$ cat src/rtl/tag_cam_matrix.sv
// Small registered tag CAM: allocate/free ports plus parallel lookup ports
// returning per-entry hit vectors; optional one-cycle output register.
module tag_cam_matrix #(
   parameter int unsigned width_p      = 8,
   parameter int unsigned els_p        = 8,
   parameter int unsigned num_lookup_p = 2,
   parameter int unsigned pipe_p       = 1,
   localparam int unsigned id_w        = $clog2(els_p),
   localparam int unsigned cnt_w       = $clog2(els_p + 1)
) (
   input  logic                                        clk_i,
   input  logic                                        reset_n_i,
   input  logic                                        alloc_v_i,
   input  logic [width_p-1:0]                          alloc_tag_i,
   output logic                                        alloc_ready_o,
   output logic [id_w-1:0]                             alloc_id_o,
   input  logic                                        free_v_i,
   input  logic [id_w-1:0]                             free_id_i,
   input  logic [num_lookup_p-1:0]                     lookup_v_i,
   input  logic [num_lookup_p-1:0][width_p-1:0]        lookup_tag_i,
   output logic [num_lookup_p-1:0]                     hit_v_o,
   output logic [num_lookup_p-1:0][els_p-1:0]          hit_o,
   output logic [num_lookup_p-1:0]                     any_hit_o,
   output logic [cnt_w-1:0]                            count_o,
   output logic                                        empty_o
);

   logic [els_p-1:0]   valid_q;
   logic [els_p-1:0]   valid_d;
   logic [width_p-1:0] tag_q [els_p];
   logic [cnt_w-1:0]   count_d;
   logic [id_w-1:0]    alloc_id_d;
   logic               alloc_fire_c;
   logic               free_fire_c;

   // A free only counts when it hits an in-range, currently valid slot
   assign alloc_fire_c = alloc_v_i & alloc_ready_o;
   assign free_fire_c  = free_v_i && (32'(free_id_i) < els_p) && valid_q[free_id_i];

   // Next valid bits, next count and next lowest-free slot
   always_comb begin
      valid_d    = valid_q;
      count_d    = count_o;
      alloc_id_d = '0;
      if (free_fire_c) begin
         valid_d[free_id_i] = 1'b0;
      end
      if (alloc_fire_c) begin
         valid_d[alloc_id_o] = 1'b1;
      end
      count_d = count_o + cnt_w'(alloc_fire_c) - cnt_w'(free_fire_c);
      for (int e = int'(els_p) - 1; e >= 0; e--) begin
         if (!valid_d[e]) begin
            alloc_id_d = id_w'(e);
         end
      end
   end

   // Allocation status is registered from the next-state valid vector
   always_ff @(posedge clk_i or negedge reset_n_i) begin
      if (!reset_n_i) begin
         valid_q       <= '0;
         count_o       <= '0;
         empty_o       <= 1'b1;
         alloc_ready_o <= 1'b1;
         alloc_id_o    <= '0;
      end else begin
         valid_q       <= valid_d;
         count_o       <= count_d;
         empty_o       <= (count_d == '0);
         alloc_ready_o <= ~(&valid_d);
         alloc_id_o    <= alloc_id_d;
      end
   end

   // Tag storage carries no reset; contents are qualified by valid_q
   always_ff @(posedge clk_i) begin
      if (alloc_fire_c) begin
         tag_q[alloc_id_o] <= alloc_tag_i;
      end
   end

   logic [num_lookup_p-1:0][els_p-1:0] hit_c;
   logic [num_lookup_p-1:0]            any_c;

   // Lookups see pre-update state; an idle port yields all zeros
   always_comb begin
      hit_c = '0;
      any_c = '0;
      for (int p = 0; p < int'(num_lookup_p); p++) begin
         for (int e = 0; e < int'(els_p); e++) begin
            hit_c[p][e] = lookup_v_i[p] && valid_q[e] && (tag_q[e] == lookup_tag_i[p]);
         end
         any_c[p] = |hit_c[p];
      end
   end

   if (pipe_p != 0) begin : g_pipe
      always_ff @(posedge clk_i or negedge reset_n_i) begin
         if (!reset_n_i) begin
            hit_v_o   <= '0;
            hit_o     <= '0;
            any_hit_o <= '0;
         end else begin
            hit_v_o   <= lookup_v_i;
            hit_o     <= hit_c;
            any_hit_o <= any_c;
         end
      end
   end else begin : g_comb
      assign hit_v_o   = lookup_v_i;
      assign hit_o     = hit_c;
      assign any_hit_o = any_c;
   end

endmodule

$ cat config.mk
export PLATFORM = sky130hd
export DESIGN_NAME = tag_cam_matrix
export DESIGN_NICKNAME = d
export VERILOG_FILES = /design/src/rtl/tag_cam_matrix.sv
export SDC_FILE = /design/constraint.sdc
export NUM_CORES = 1
export LEC_CHECK = 0
export CAP_MARGIN = 10
export CORE_ASPECT_RATIO = 1.4
export CORE_MARGIN = 3
export CORE_UTILIZATION = 58
export CTS_BUF_LIST = sky130_fd_sc_hd__clkbuf_8
export CTS_CLUSTER_DIAMETER = 200
export CTS_CLUSTER_SIZE = 24
export DETAILED_ROUTE_END_ITERATION = 8
export MAX_ROUTING_LAYER = met4
export PLACE_DENSITY_LB_ADDON = 0.2
export SLEW_MARGIN = 40
export SYNTH_ARGS = -nofsm -noshare
export SYNTH_HDL_FRONTEND = slang
export SYNTH_SLANG_ARGS = --single-unit
$ cat constraint.sdc
create_clock -name clk_i -period 3.3 [get_ports clk_i]
set_input_delay 0.825 -clock clk_i [delete_from_list [all_inputs] [get_ports clk_i]]
set_output_delay 0.825 -clock clk_i [all_outputs]
set_load 0.005 [all_outputs]
; ---- Word-level counts from Yosys, hierarchy flattened
; Memories as Yosys holds them, arrays and structs flattened.
; Index checks and enable logic that the tools add are counted.
[word_totals]
ram_bits = 64
output_inout_bits = 29
reg_bits = 37
n_memories = 1
elab_cells = 94
input_bits = 33
[op_classes]
reduce_logical = 39
order_cmp = 4
eq_ne = 16
addsub = 2
bitwise = 5
n_mux = 18
[memory_table]
columns = memory, depth, width, rd, rd_ports_with_merged_regs, write_ports, line_no
row1 = tag_q, 8, 8, 8, 0, 1, 30  ; logic [width_p-1:0] tag_q [els_p];
[op_table]
columns = cell, n
row1 = == test 8 bit, 16
row2 = logical AND 1 bit, 35
row3 = 2-to-1 mux 3 bit, 8
row4 = 2-to-1 mux 8 bit, 2
row5 = OR reduction 8 bit, 2
row6 = AND 8 bit, 1
row7 = < comparator 3 x 4 -> 1 bit (second input constant), 2
row8 = inverter 8 bit, 1
row9 = OR 8 bit, 1
row10 = AND reduction 8 bit, 1
row11 = demux 1 bit (select 3 bit), 2
row12 = greater-or-equal comparator 3 x 1 -> 1 bit (second input constant), 2
row13 = 2-to-1 mux 1 bit, 5
row14 = adder 4 x 1 -> 4 bit, 1
row15 = logical NOT 4 bit, 1
row16 = subtractor 4 x 1 -> 4 bit, 1
row17 = binary-select mux 1 bit (select 3 bit), 1
row18 = AND 1 bit, 1
row19 = inverter 1 bit, 1

; ---- Depth between registers and ports, before layout
[depth]
ltp_word = 17
mapped_depth = 11
mapped_depth_nobuf = 10

; ---- Worst setup path after synthesis
; Ideal clock, no wire load.
[synth_timing]
path_kind = input-to-reg
startpoint = in free_id_i[0]
endpoint = reg empty_o
path_buffers = 1
setup_ns = 0.097
arrival_time_ns = 2.912
path_stages = 11
path_slack_ns = 0.292
required_time_ns = 3.203
path_cell_list = buf_6 mux4_1 mux2i_1 nor2b_1 ha_1 inv_1 ha_1 inv_1 fa_1 inv_1 nor4_1
[synth_between]
elab_chain_cells = 5
[synth_lines]
columns = element, line_no
row1 = start: declaration, 18  ; input logic [id_w-1:0] free_id_i,
row2 = binary-select mux 1 bit (select 3 bit), 38  ; assign free_fire_c = free_v_i && (32'(free_id_i) < els_p) && valid_q[free_id_i];
row3 = 2-to-1 mux 1 bit (not written as such), 38
row4 = logical AND 1 bit, 38
row5 = subtractor 4 x 1 -> 4 bit, 51  ; count_d = count_o + cnt_w'(alloc_fire_c) - cnt_w'(free_fire_c);
row6 = net count_d[1], 31  ; logic [cnt_w-1:0] count_d;
row7 = logical NOT 4 bit, 70  ; empty_o <= (count_d == '0);
row8 = end signal: assignment, 70
row9 = end: declaration, 25  ; output logic empty_o
; The timed path passes the listed nets, and every way through them passes these cells. The select of a mux whose other input is x is not followed.

; ---- Worst setup path in the final report
; Ends and elaborated chain as after synthesis.

==> key figures <==
Logic synthesis
  • Top_reg_cell synth: edfxtp_1
  • Yosys cell types: 43
  • Post-synthesis area per instance: 12.7 sq um
  • Post-synth ARST share: 36.6%
  • Synth top area share: 38.2%
  • Post-Syn Area: 0.00503 sq mm
  • Area leader, netlist: edfxtp_1
  • EDFF count, synth: 64
  • YS warnings: 0
  • Post-synthesis sequential area ratio: 56.7%
  • Synth top area cells: edfxtp_1, xnor2_1, dfrtp_1
  • Mapped Nets: 435
  • FF+latch count, synth: 101
  • Post-Synthesis Cells: 397

Routing
  • Remaining routing DRC violations: 0
  • WL per Instance: 21.4 microns
  • Via count: 3356
  • Router iterations before antenna repair: 5
  • Final WL: 12.2 mm
  • Final ANT Viol Nets: 0
  • Vias/cell: 5.87
  • Initial DRC Count: 268

STA
  • Final setup margin: 201 ps
  • RSZ-0062 raised after global routing: no
  • Slew Limit Headroom: 51.9%
  • Least-Margin Pin Slew: 718 ps
  • Crit path time final: 3100 ps
  • Setup TNS: 0 ps
  • Max Slew Vio Count: 0
  • FMAX: 0.323 GHz
  • Final setup violation count: 0
  • Post-Route Skew: 9.32 ps
  • Fin. Hold Viols: 0
  • Final Cycle Share: 93.9%

CTS
  • Clk_lat worst skew: 370 ps
  • CTS tree: yes
  • Clk pin slew, worst setup/hold paths: 90 ps
  • CTS Buffer Depth: 2
  • CTS Hold Bufs: 0
  • TritonCTS Sinks: 101
  • CTS Buf Count: 9
  • Post CTS Setup Buffer Count: 0
  • H-Tree Level Count: 3
  • Root buffer cell: clkbuf_8

Final layout
  • Fillers: 617
  • Layout cell share with drive strength beyond 1: 9.57%
  • Multi-input logic area: 0.00202 sq mm
  • Post-Layout Cell Count: 572
  • Area grow syn2layout: 18.4%
  • Diode count: 0
  • Fin nets: 503
  • Register area: 0.00285 sq mm

Placed design
  • Final HPWL from detailed placement: 9.34 mm
  • Pre-CTS WS: -500 ps
  • Dpl cells: 556
  • # port buffers: 61
  • Placer Congestion: 0.963

Critical path
  • Worst setup EP type: flop
  • Critical Path AT: 3370 ps
  • Worst Path Class, Setup: input pin to flop
  • Slowest CP cell: mux4_1
  • Critical Path Fanout Max: 6
  • Most used cell, CP: inv_1
  • Startpoint types: input pin
  • Crit-path cells: dlygate4sd2_1, mux4_1, mux2i_1, nor2b_1, ha_1, inv_1, ha_1, inv_1, fa_1, inv_1, nor4_2
  • CP max stage delay: 580 ps
  • Critical Path RT: 3580 ps

Global routing
  • Vias in the first global route: 3455
  • First-pass GRT wire length: 19.0 mm
  • Total gr overflow: 0
  • Initial antenna violation count: 0
  • Pin count of the biggest net entering global routing: 38
  • Total Routing Usage GR: 27.1%

Pwr
  • LEAKAGE: 2.06 nW
  • Maximum VDD drop: 0.448 mV
  • Power Dens Cells: 572 mW/mm^2

Floorplan
  • Die H: 116 microns
  • Die W: 84.7 microns
  • Core Region: 0.00830 sq mm
  • Die area: 0.00984 sq mm
  • Starting Density: 60.6%
  • Rows: 39
  • Top-Level Pins: 62

Outcome
  • Status: finished clean

Hold path
  • Worst hold path type: input pin to asynchronous set/reset pin

Job
  • Maxcap violations: 0
[layer usage]
metal | up-vias | global-route usage (%) | share of wire [%]
met1 | 1620 | 32.2 | 38
li1 | 1530 | - | -
met5 | - | - | 0
met3 | 35 | 4.16 | 7.7
met4 | 0 | 14.7 | 3.9
met2 | 171 | 44.7 | 51
[cells by family after synthesis]
family,synth area share [%]
xor gates and xnor gates,22.8
adders and majority gates,1.39
AOI/OAI and AO/OA,2.69
DFF,56.7
and+or+nand+nor,11.6
buffers and inverters,3.41
muxes,1.47
[area by class of cell]
type	instances	share of cell area (%)
sequential	101	47.8
multi-input combinational	261	33.8
timing repair buffer	80	12.6
clock buffer	10	2.31
tap	102	2.14
inverter	12	0.756
clock inverter	6	0.525
[registers in the layout, indices dropped and copies added (netlist names)]
register / cells
tag_q: 64
hit_o: 16
valid_q: 8
count_o: 4
alloc_id_o: 3
any_hit_o: 2
hit_v_o: 2
alloc_ready_o: 1
empty_o: 1
[worst max-delay path, delay by kind of cell]
family | cells | cell delay [ps]
mux | 2 | 730
fa+ha+maj | 3 | 950
simple gates | 2 | 370
buf+inv | 4 | 500
[Yosys cell counts, types with 2 or more instances]
cell type / number
xnor2_1: 131
inv_1: 12
buf_4: 3
a21o_1: 2
ha_1: 4
nand3b_1: 2
dfstp_2: 2
clkbuf_1: 2
dfrtp_1: 35
nor2b_1: 3
nor2_1: 5
a21oi_1: 3
buf_2: 17
nand4_1: 19
edfxtp_1: 64
nand3_1: 35
mux4_1: 2
nand2_1: 6
o21ai_0: 3
nor3_1: 20
nor4_1: 5
[report_power, final]
group          switching [W]  total, W  internal (W)  leakage, nW
combinational       0.000496  0.000975      0.000479        0.901
sequential          0.000190   0.00174       0.00155         1.06
clock               0.000405  0.000692      0.000287       0.0984
total                0.00109   0.00341       0.00232         2.06
[cells in the final DEF (no fill, tap or decap), types with 4 or more instances in the layout]
cell type        instances
ha_1                     4
nor3_1                  20
nor4_1                   4
nand2_1                  6
edfxtp_1                64
nor2_1                   5
clkdlybuf4s50_1         59
nand3_1                 35
xnor2_1                131
nand4_1                 19
inv_1                   14
buf_4                   20
dfrtp_1                 35
clkbuf_8                10
[metrics by stage]
| stage | hold WS [ps] | utilization, % | total power (W) | instance area [sq um] |
|---|---|---|---|---|
| after floorplan | 524 | - | 0.00234 | 5030 |
| after detailed placement | 556 | 69.7 | 0.00272 | 5780 |
| after global routing | 419 | 71.8 | 0.00357 | 5960 |
| final | 393 | 71.8 | 0.00341 | 5960 |
| after CTS | 542 | 71.8 | 0.00341 | 5950 |
| after global placement | 525 | 69.7 | 0.00267 | 5780 |
[path summary, 6_finish.rpt]
path                              startpoint          to  slack [ps]  depth (start not counted)
worst max-delay path            free_id_i[0]     empty_o         200                         11
worst min-delay path               reset_n_i  valid_q[6]         390                          1
worst max register to register    valid_q[6]     empty_o         570                         10
worst min register to register    count_o[0]  count_o[0]         590                          1
max in group asynchronous          reset_n_i     empty_o        2550                          1
min in group clk_i                count_o[0]  count_o[0]         590                          1
[timing repair]
action                                 4_1_cts  5_1_grt
setup endpoints to repair                    1        0
endpoints found under the hold margin        0        0
gates resized for setup                      2        0
No activity file was read; power rests on OpenSTA's default activity.
